## src/rtl/ysyx_22050550_radix2_divider.sv

```systemverilog
// ysyx_22050550_radix2_divider
//
// Multi-cycle radix-2 restoring integer divider for the EXU (DIV/DIVU/REM/REMU
// and the RV64 word forms). One request is accepted through a valid/ready
// handshake. Quotient and remainder come back with a one-cycle done pulse at a
// fixed latency: WIDTH+1 cycles after accept, or WIDTH/2+1 in word mode.
//
// Ports
//   clock             rising-edge clock
//   reset             synchronous active-high reset
//   io_Exu_DivValid   request valid
//   io_Exu_Flush      abort in-flight operation, suppress the done pulse, block accept
//   io_Exu_Divw       word mode: low WIDTH/2 bits of operands, sign-extended results
//   io_Exu_DivSigned  [1] dividend signed, [0] divisor signed
//   io_Exu_Divdend    dividend
//   io_Exu_Divisor    divisor
//   io_Exu_DivReady   idle, request can be accepted
//   io_Exu_OutValid   one-cycle result pulse
//   io_Exu_Quotient   quotient, held until the next completion
//   io_Exu_Remainder  remainder, held until the next completion
module ysyx_22050550_radix2_divider #(
    parameter int WIDTH = 64
) (
    input  logic             clock,
    input  logic             reset,
    input  logic             io_Exu_DivValid,
    input  logic             io_Exu_Flush,
    input  logic             io_Exu_Divw,
    input  logic [1:0]       io_Exu_DivSigned,
    input  logic [WIDTH-1:0] io_Exu_Divdend,
    input  logic [WIDTH-1:0] io_Exu_Divisor,
    output logic             io_Exu_DivReady,
    output logic             io_Exu_OutValid,
    output logic [WIDTH-1:0] io_Exu_Quotient,
    output logic [WIDTH-1:0] io_Exu_Remainder
);
    localparam int HALF = WIDTH / 2;
    localparam int CW   = $clog2(WIDTH + 1);

    typedef enum logic [1:0] {
        IDLE = 2'd0,
        BUSY = 2'd1,
        DONE = 2'd2
    } state_t;

    state_t state_reg, state_next;

    logic             accept;
    logic             done_commit;

    logic [WIDTH-1:0] rem_reg, dvd_reg, dsr_reg, orig_dvd_reg;
    logic [CW-1:0]    cnt_reg;
    logic             q_sign_reg, r_sign_reg, word_reg, dz_reg;
    logic [WIDTH-1:0] q_fin_reg, r_fin_reg;
    logic [WIDTH-1:0] quotient_reg, remainder_reg;

    function automatic logic [WIDTH-1:0] sext_half(input logic [HALF-1:0] v);
        return {{HALF{v[HALF-1]}}, v};
    endfunction

    // Operand preparation; index 1 is the dividend and index 0 the divisor,
    // matching the bit order of io_Exu_DivSigned.
    logic [WIDTH-1:0] opnd_raw [2];
    logic [WIDTH-1:0] opnd_ext [2];
    logic [WIDTH-1:0] opnd_abs [2];
    logic [1:0]       opnd_neg;

    assign opnd_raw[1] = io_Exu_Divdend;
    assign opnd_raw[0] = io_Exu_Divisor;

    genvar gi;
    generate
        for (gi = 0; gi < 2; gi++) begin : g_opnd
            assign opnd_ext[gi] = io_Exu_Divw
                ? {{HALF{io_Exu_DivSigned[gi] & opnd_raw[gi][HALF-1]}}, opnd_raw[gi][HALF-1:0]}
                : opnd_raw[gi];
            assign opnd_neg[gi] = io_Exu_DivSigned[gi] & opnd_ext[gi][WIDTH-1];
            // Magnitude of the most-negative value wraps to itself, which is
            // the correct unsigned magnitude, so overflow needs no special case.
            assign opnd_abs[gi] = opnd_neg[gi] ? -opnd_ext[gi] : opnd_ext[gi];
        end
    endgenerate

    assign accept      = (state_reg == IDLE) && io_Exu_DivValid && !io_Exu_Flush;
    assign done_commit = (state_reg == DONE) && !io_Exu_Flush;

    // One restoring iteration. The partial remainder is below the divisor, so
    // after the shift it needs one extra bit; the trial difference then lies
    // within (-divisor, divisor) and its MSB is a reliable sign.
    logic [WIDTH:0]   trial_upper, trial_diff;
    logic             trial_ok;
    logic [WIDTH-1:0] rem_next, dvd_next;

    always_comb begin
        trial_upper = {rem_reg, dvd_reg[WIDTH-1]};
        trial_diff  = trial_upper - {1'b0, dsr_reg};
        trial_ok    = ~trial_diff[WIDTH];
        rem_next    = trial_ok ? trial_diff[WIDTH-1:0] : trial_upper[WIDTH-1:0];
        dvd_next    = {dvd_reg[WIDTH-2:0], trial_ok};
    end

    // Final sign correction, computed from the last iteration's results so the
    // corrected values are already registered when DONE is entered.
    logic [WIDTH-1:0] q_mag, q_cor, r_cor, q_fin_next, r_fin_next;

    always_comb begin
        q_mag = word_reg ? {{HALF{1'b0}}, dvd_next[HALF-1:0]} : dvd_next;
        q_cor = q_sign_reg ? -q_mag : q_mag;
        r_cor = r_sign_reg ? -rem_next : rem_next;
        if (dz_reg) begin
            q_fin_next = '1;
            r_fin_next = word_reg ? sext_half(orig_dvd_reg[HALF-1:0]) : orig_dvd_reg;
        end else begin
            q_fin_next = word_reg ? sext_half(q_cor[HALF-1:0]) : q_cor;
            r_fin_next = word_reg ? sext_half(r_cor[HALF-1:0]) : r_cor;
        end
    end

    // State register
    always_ff @(posedge clock) begin
        if (reset) begin
            state_reg <= IDLE;
        end else begin
            state_reg <= state_next;
        end
    end

    // Next-state logic
    always_comb begin
        state_next = state_reg;
        case (state_reg)
            IDLE: if (accept) state_next = BUSY;
            BUSY: begin
                if (io_Exu_Flush) begin
                    state_next = IDLE;
                end else if (cnt_reg == CW'(1)) begin
                    state_next = DONE;
                end
            end
            DONE:    state_next = IDLE;
            default: state_next = IDLE;
        endcase
    end

    // Outputs. During the committing DONE cycle the fresh result is shown
    // directly from the staging registers; otherwise the held result is shown.
    always_comb begin
        io_Exu_DivReady  = (state_reg == IDLE);
        io_Exu_OutValid  = done_commit;
        io_Exu_Quotient  = done_commit ? q_fin_reg : quotient_reg;
        io_Exu_Remainder = done_commit ? r_fin_reg : remainder_reg;
    end

    // Datapath
    always_ff @(posedge clock) begin
        if (reset) begin
            rem_reg       <= '0;
            dvd_reg       <= '0;
            dsr_reg       <= '0;
            orig_dvd_reg  <= '0;
            cnt_reg       <= '0;
            q_sign_reg    <= 1'b0;
            r_sign_reg    <= 1'b0;
            word_reg      <= 1'b0;
            dz_reg        <= 1'b0;
            q_fin_reg     <= '0;
            r_fin_reg     <= '0;
            quotient_reg  <= '0;
            remainder_reg <= '0;
        end else begin
            if (accept) begin
                rem_reg      <= '0;
                // Word mode runs HALF iterations, so the dividend must start
                // in the upper half to be shifted out first.
                dvd_reg      <= io_Exu_Divw ? {opnd_abs[1][HALF-1:0], {HALF{1'b0}}} : opnd_abs[1];
                dsr_reg      <= opnd_abs[0];
                orig_dvd_reg <= io_Exu_Divdend;
                cnt_reg      <= io_Exu_Divw ? CW'(HALF) : CW'(WIDTH);
                q_sign_reg   <= opnd_neg[1] ^ opnd_neg[0];
                r_sign_reg   <= opnd_neg[1];
                word_reg     <= io_Exu_Divw;
                dz_reg       <= (opnd_ext[0] == '0);
            end else if (state_reg == BUSY) begin
                rem_reg <= rem_next;
                dvd_reg <= dvd_next;
                cnt_reg <= cnt_reg - CW'(1);
                if (cnt_reg == CW'(1)) begin
                    q_fin_reg <= q_fin_next;
                    r_fin_reg <= r_fin_next;
                end
            end
            if (done_commit) begin
                quotient_reg  <= q_fin_reg;
                remainder_reg <= r_fin_reg;
            end
        end
    end

endmodule

```

## config.mk

```make
export PLATFORM = sky130hd
export DESIGN_NAME = ysyx_22050550_radix2_divider
export DESIGN_NICKNAME = d
export VERILOG_FILES = /design/src/rtl/ysyx_22050550_radix2_divider.sv
export SDC_FILE = /design/constraint.sdc
export NUM_CORES = 2
export LEC_CHECK = 0
export CAP_MARGIN = 20
export CORE_ASPECT_RATIO = 0.9
export CORE_MARGIN = 5
export CORE_UTILIZATION = 50
export DETAILED_ROUTE_END_ITERATION = 8
export PLACE_DENSITY = 0.75
export SLEW_MARGIN = 20
export SYNTH_ARGS = -nofsm -noshare
export SYNTH_HDL_FRONTEND = slang
export SYNTH_SLANG_ARGS = --single-unit
```

## constraint.sdc

```tcl
create_clock -name clock -period 9 [get_ports clock]
set_input_delay 1.8 -clock clock [delete_from_list [all_inputs] [get_ports clock]]
set_output_delay 1.8 -clock clock [all_outputs]
set_load 0.1 [all_outputs]
```

---- Word level (Yosys, flattened, before mapping) ----
Index checks and enable logic that the tools add are counted.
Widths: inputs -> output; s select.
word-level totals
  logic and storage cells ................. 67
  bits in latches ......................... 0
  bits in read-only memories .............. 0
  memories kept ........................... 0
  input bits .............................. 135
  register bits after elaboration ......... 525
  RAM bits ................................ 0
  output and inout bits ................... 130
operators by class
  add/subtract/negate cells ............... 6
  eq/ne operators ......................... 5
  divide/modulo/power cells ............... 0
  multiply operators ...................... 0
  bitwise gates (word level) .............. 7
  magnitude comparators ................... 0
  shift-type cells ........................ 0
  reductions and logical operators ........ 10
  multiplexer cells ....................... 25
operator list
  operator             count
  $mux 64              18
  $neg 64->64          4
  $sub 65x64->65       1
  $logic_not 64->1     1
  $mux 7               3
  $eq 7x1->1 const B   1
  $sub 7x1->7 const B  1
  $mux 2               3
  $and 1x1->1          4
  $pmux 2 s2           1
  $logic_and 1x1->1    3
  $ne 3x3->1 const B   1
  $reduce_and 3->1     1
  $eq 2x1->1 const B   1
  $eq 2x2->1 const B   1
  $logic_not 2->1      1
  $ne 2x1->1 const B   1
  $not 1->1            2
  $reduce_and 2->1     1
  $reduce_bool 2->1    1
  $reduce_or 2->1      1
  $logic_not 1->1      1
  $xor 1x1->1          1

---- Depth between registers and ports, before layout ----
  word-level depth ........................ 7
  mapped depth ............................ 26
  gate-level depth less buffers ........... 22

---- Worst setup path after synthesis ----
Ideal clock, no wire load.
  kind .................................... input to output
  start point ............................. input port io_Exu_Flush
  end point ............................... output port io_Exu_Quotient[54]
  stages on the path ...................... 4
  setup slack ............................. 2.948 ns
  data required time ...................... 7.200 ns
  data arrival time ....................... 4.252 ns
  buffers on the path ..................... 2
  cells stage by stage .................... nor3b_1 -> clkbuf_1 -> buf_1 -> mux2_2
between the ends
  word-level cells in the longest chain between the ends .. 3
RTL lines
  element              line  text
  start: declaration   27    input logic io_Exu_Flush,
  $logic_not 1->1      85    assign done_commit = (state_reg == DONE) && !io_Exu_Flush;
  $logic_and 1x1->1    85
  net io_Exu_OutValid  33    output logic io_Exu_OutValid,
  $mux 64              -
  end: declaration     34    output logic [WIDTH-1:0] io_Exu_Quotient,
The timed path passes the listed nets, and every way through them passes these cells.

---- Worst setup path in the final report ----
  start point ............................. register dvd_reg[63]
  end point ............................... register r_fin_reg[50]
between the ends
  word-level cells in the longest chain between the ends .. 6
RTL lines
  element                   line  text
  start: declaration        51    logic [WIDTH-1:0] rem_reg, dvd_reg, dsr_reg, orig_dvd_reg;
  start signal: assignment  175   dvd_reg <= io_Exu_Divw ? {opnd_abs[1][HALF-1:0], {HALF{1'b0}}} : opnd_abs[1];
  start signal: assignment  185   dvd_reg <= dvd_next;
  $sub 65x64->65            96    trial_diff = trial_upper - {1'b0, dsr_reg};
  $mux 64 *                 98    rem_next = trial_ok ? trial_diff[WIDTH-1:0] : trial_upper[WIDTH-1:0];
  $neg 64->64               109   r_cor = r_sign_reg ? -rem_next : rem_next;
  $mux 64 *                 109
  $mux 64 *                 115   r_fin_next = word_reg ? sext_half(r_cor[HALF-1:0]) : r_cor;
  $mux 64 *                 110   if (dz_reg) begin
  end signal: assignment    189   r_fin_reg <= r_fin_next;
  end: declaration          54    logic [WIDTH-1:0] q_fin_reg, r_fin_reg;
Mark *: on every way between the ends. The rest lies on a longest branch, timed or not.
A chain may end at the register's enable or synchronous reset.

==> flow_metrics.py <==
metrics = {
    "floorplanning": {
        "fp.dieArea_um2": 71800,
        "chipWidth_um": 282,
        "core-area_um2": 65800,
        "die_y_um": 255,
        "io_pins": 265,
        "initial_core_util_pct": 50.6,
        "std_cell_rows": 89,
    },
    "worst_setup_path": {
        "path_max_fanout": 54,
        "arrival_ps": 7240,
        "crit_type": "reg2reg",
        "cp.required_ps": 9450,
        "end_kind": "register",
        "cp-start-kind": "register",
        "rrSetupSlack_ps": 2200,
    },
    "pwr": {
        "power.leakage_uw": 0.0138,
        "pwr_density_cell_nw_per_um2": 195,
        "vdd_ir_drop_max_mv": 0.160,
    },
    "outcome": {
        "run_status": "finished, final reports clean",
    },
    "layout": {
        "stdcell_count": 5337,
        "drive_above_1_share_pct": 7.29,
        "final_nets": 4638,
        "fin_area_um2": 37900,
        "areaGrowthSynthToFinish_pct": 14.0,
    },
    "sta": {
        "finalWorstSetupSlack_ps": 2200,
        "finalSetupTns_ps": 0,
        "post-route-min-period_ps": 6800,
        "skew_ps": 34.9,
        "maxSlewHeadroom_pct": 30.3,
        "rsz0062_at_grt": "no",
        "drv_slew": 0,
        "worst_pin_slew_ps": 1040,
        "setup_viol_count_final": 0,
        "fmax_ghz": 0.147,
        "final.period_utilization_pct": 75.5,
        "final_hold_viol_count": 0,
        "fin_hold_ws_ps": 446,
    },
    "synth": {
        "synth_edf_count": 0,
        "synth_ff_type": "dfxtp_1",
        "yosysWarnings": 0,
        "syn_inst": 4392,
        "ys_types": 103,
        "async_flop_share_pct": 0,
        "synth_seq_cells": 525,
        "seq_area_frac_synth_pct": 31.6,
        "syn_area_per_cell_um2": 7.58,
        "netlist_area_um2": 33300,
        "syn_nets": 4598,
    },
    "clock_network": {
        "ctsResizeCount": 0,
        "root_buffer": "clkbuf_16",
        "cts.sinks": 525,
        "post_cts.repair.setup_buffers": 0,
        "insertion_delay_ps": 630,
        "htreeDepth": 2,
        "clk_path_buf_depth": 3,
        "cts_buffers": 54,
        "hold_buffers": 0,
        "clkTransAtPathRegs_ps": 70,
        "cts_tree": "done",
    },
    "routing": {
        "postRouteAntennaNets": 0,
        "routed_wl_um": 123000,
        "drtIter0Drc": 4731,
        "wl_met2_um": 50400,
        "top_layer": "met5",
        "drc": 0,
        "dr_wl_met3_um": 15400,
        "drt-pass1-iter-count": 6,
        "dr_total_vias": 34100,
        "wire_per_inst_um": 23.0,
        "routed_via_density": 6.38,
        "m1WireLength_um": 53300,
    },
    "hold_path": {
        "hold_path.class": "reg2reg",
    },
    "global_routing": {
        "grt_usage_pct": 32.2,
        "grt_first_pass_wirelength_um": 183000,
        "grt.overflow.total": 0,
        "antenna_found_initial": 5,
        "grt_pass1_vias": 30100,
        "grt_max_degree": 202,
    },
    "placed_design": {
        "place_inst": 5240,
        "placement.cell_area_um2": 36100,
        "io_buffers": 264,
        "place_hpwl_um": 92000,
        "place_ws_ps": 2410,
        "gp_congestion": 1.03,
    },
    "job": {
        "drv_cap": 0,
    },
}
-- worst max-delay path, cell delays in order (launching register included) --
cell and delay [ps]:
dfxtp_1 360, inv_1 100, ha_1 220, fa_1 450, nor2b_1 260, o31a_1 280, o21ai_2 170, a31oi_2 370
o2111a_1 230, o211a_4 480, buf_4 620, nand2_1 110, o21ai_0 210, ha_1 400, nand3_1 190, nor4_1 440
a32oi_1 260, a211o_1 400, or2_2 350, o41ai_1 340, xnor2_1 190, o22ai_1 110
-- layout by cell type, fill, tap and decap left out, types with 62 or more instances in the layout --
master and instances:
a211oi_1 166, a21oi_1 348, clkdlybuf4s50_1 262, dfxtp_1 523, ha_1 70, inv_1 102
mux2_2 131, nand2_1 574, nand3_1 62, nor2_1 497, nor2b_1 138, nor3_1 131
o21ai_0 210, xnor2_1 125, xor2_1 142
-- area by class of cell --
class / instances / area [um2]
repair buffers: 303 / 2960
well taps: 864 / 1080
flip-flops and latches: 525 / 10500
multi-input cells: 3444 / 21200
clock buffers: 70 / 1520
diodes: 2 / 5.00
fillers: 6114 / 27900
clock inverters: 25 / 272
inverters: 104 / 392
-- synth_stat cells, types with 27 or more instances --
cell      instances  share of area [%]
a21boi_0         33               0.74
o31ai_1          46                1.0
nand2_1         574                6.5
nand3_1          62               0.93
nor2_1          499                5.6
o211ai_1         48                1.1
nand4_1          44               0.83
o21ai_0         211                3.2
a21o_1           32               0.72
mux2i_1          56                1.7
dfxtp_1         525                 32
inv_1           102                1.2
a311oi_1         43                1.1
xor2_1          142                3.7
nor2b_1         139                2.6
ha_1             70                2.6
a21oi_1         349                5.2
clkbuf_1        270                3.0
mux2_2          131                4.4
or4_1            27               0.61
nor3_1          131                2.0
a211oi_1        166                3.7
nor4_1           49               0.92
or3_1            45               0.85
a31oi_1          35               0.66
xnor2_1         125                3.3
-- report_power, final --
part	total (uW)	internal [uW]	switching (uW)
clock	2290	1290	1000
sequential	2500	2400	96.5
combinational	2630	857	1770
total	7420	4540	2870
-- through the flow --
| stage | util, % | total power (uW) |
|---|---|---|
| floorplan | - | 4290 |
| global placement | 54.9 | 5050 |
| detailed placement | 54.9 | 5070 |
| CTS | 57.6 | 7350 |
| global route | 57.7 | 7710 |
| finish | 57.7 | 7420 |
-- routing by layer --
| layer | vias up | global-route usage (%) |
|---|---|---|
| met5 | - | 1.12 |
| met4 | 10 | 8.00 |
| met3 | 214 | 8.24 |
| met2 | 1913 | 45.8 |
| met1 | 16100 | 48.3 |
| li1 | 15800 | - |
-- logic make-up (layout without fill, tap and decap cells) --
| group | after synthesis | after routing | share of synthesized area (%) |
|---|---|---|---|
| simple gates | 1705 | 1705 | 23.9 |
| mux | 187 | 187 | 6.12 |
| fa+ha+maj | 71 | 71 | 2.69 |
| other cells | 0 | 2 | 0 |
| compound gates | 1214 | 1214 | 23.8 |
| xor+xnor | 267 | 267 | 7.03 |
| flops | 525 | 525 | 31.6 |
| buf+inv | 423 | 502 | 4.92 |
-- final timing paths --
kind                               startpoint             to  depth (start not counted)
worst max register to register    dvd_reg[63]  r_fin_reg[50]                         21
worst min-delay path            r_fin_reg[36]  r_fin_reg[36]                          2
worst min register to register  r_fin_reg[36]  r_fin_reg[36]                          2
worst max-delay path              dvd_reg[63]  r_fin_reg[50]                         21
(Power assumes the default switching activity.)
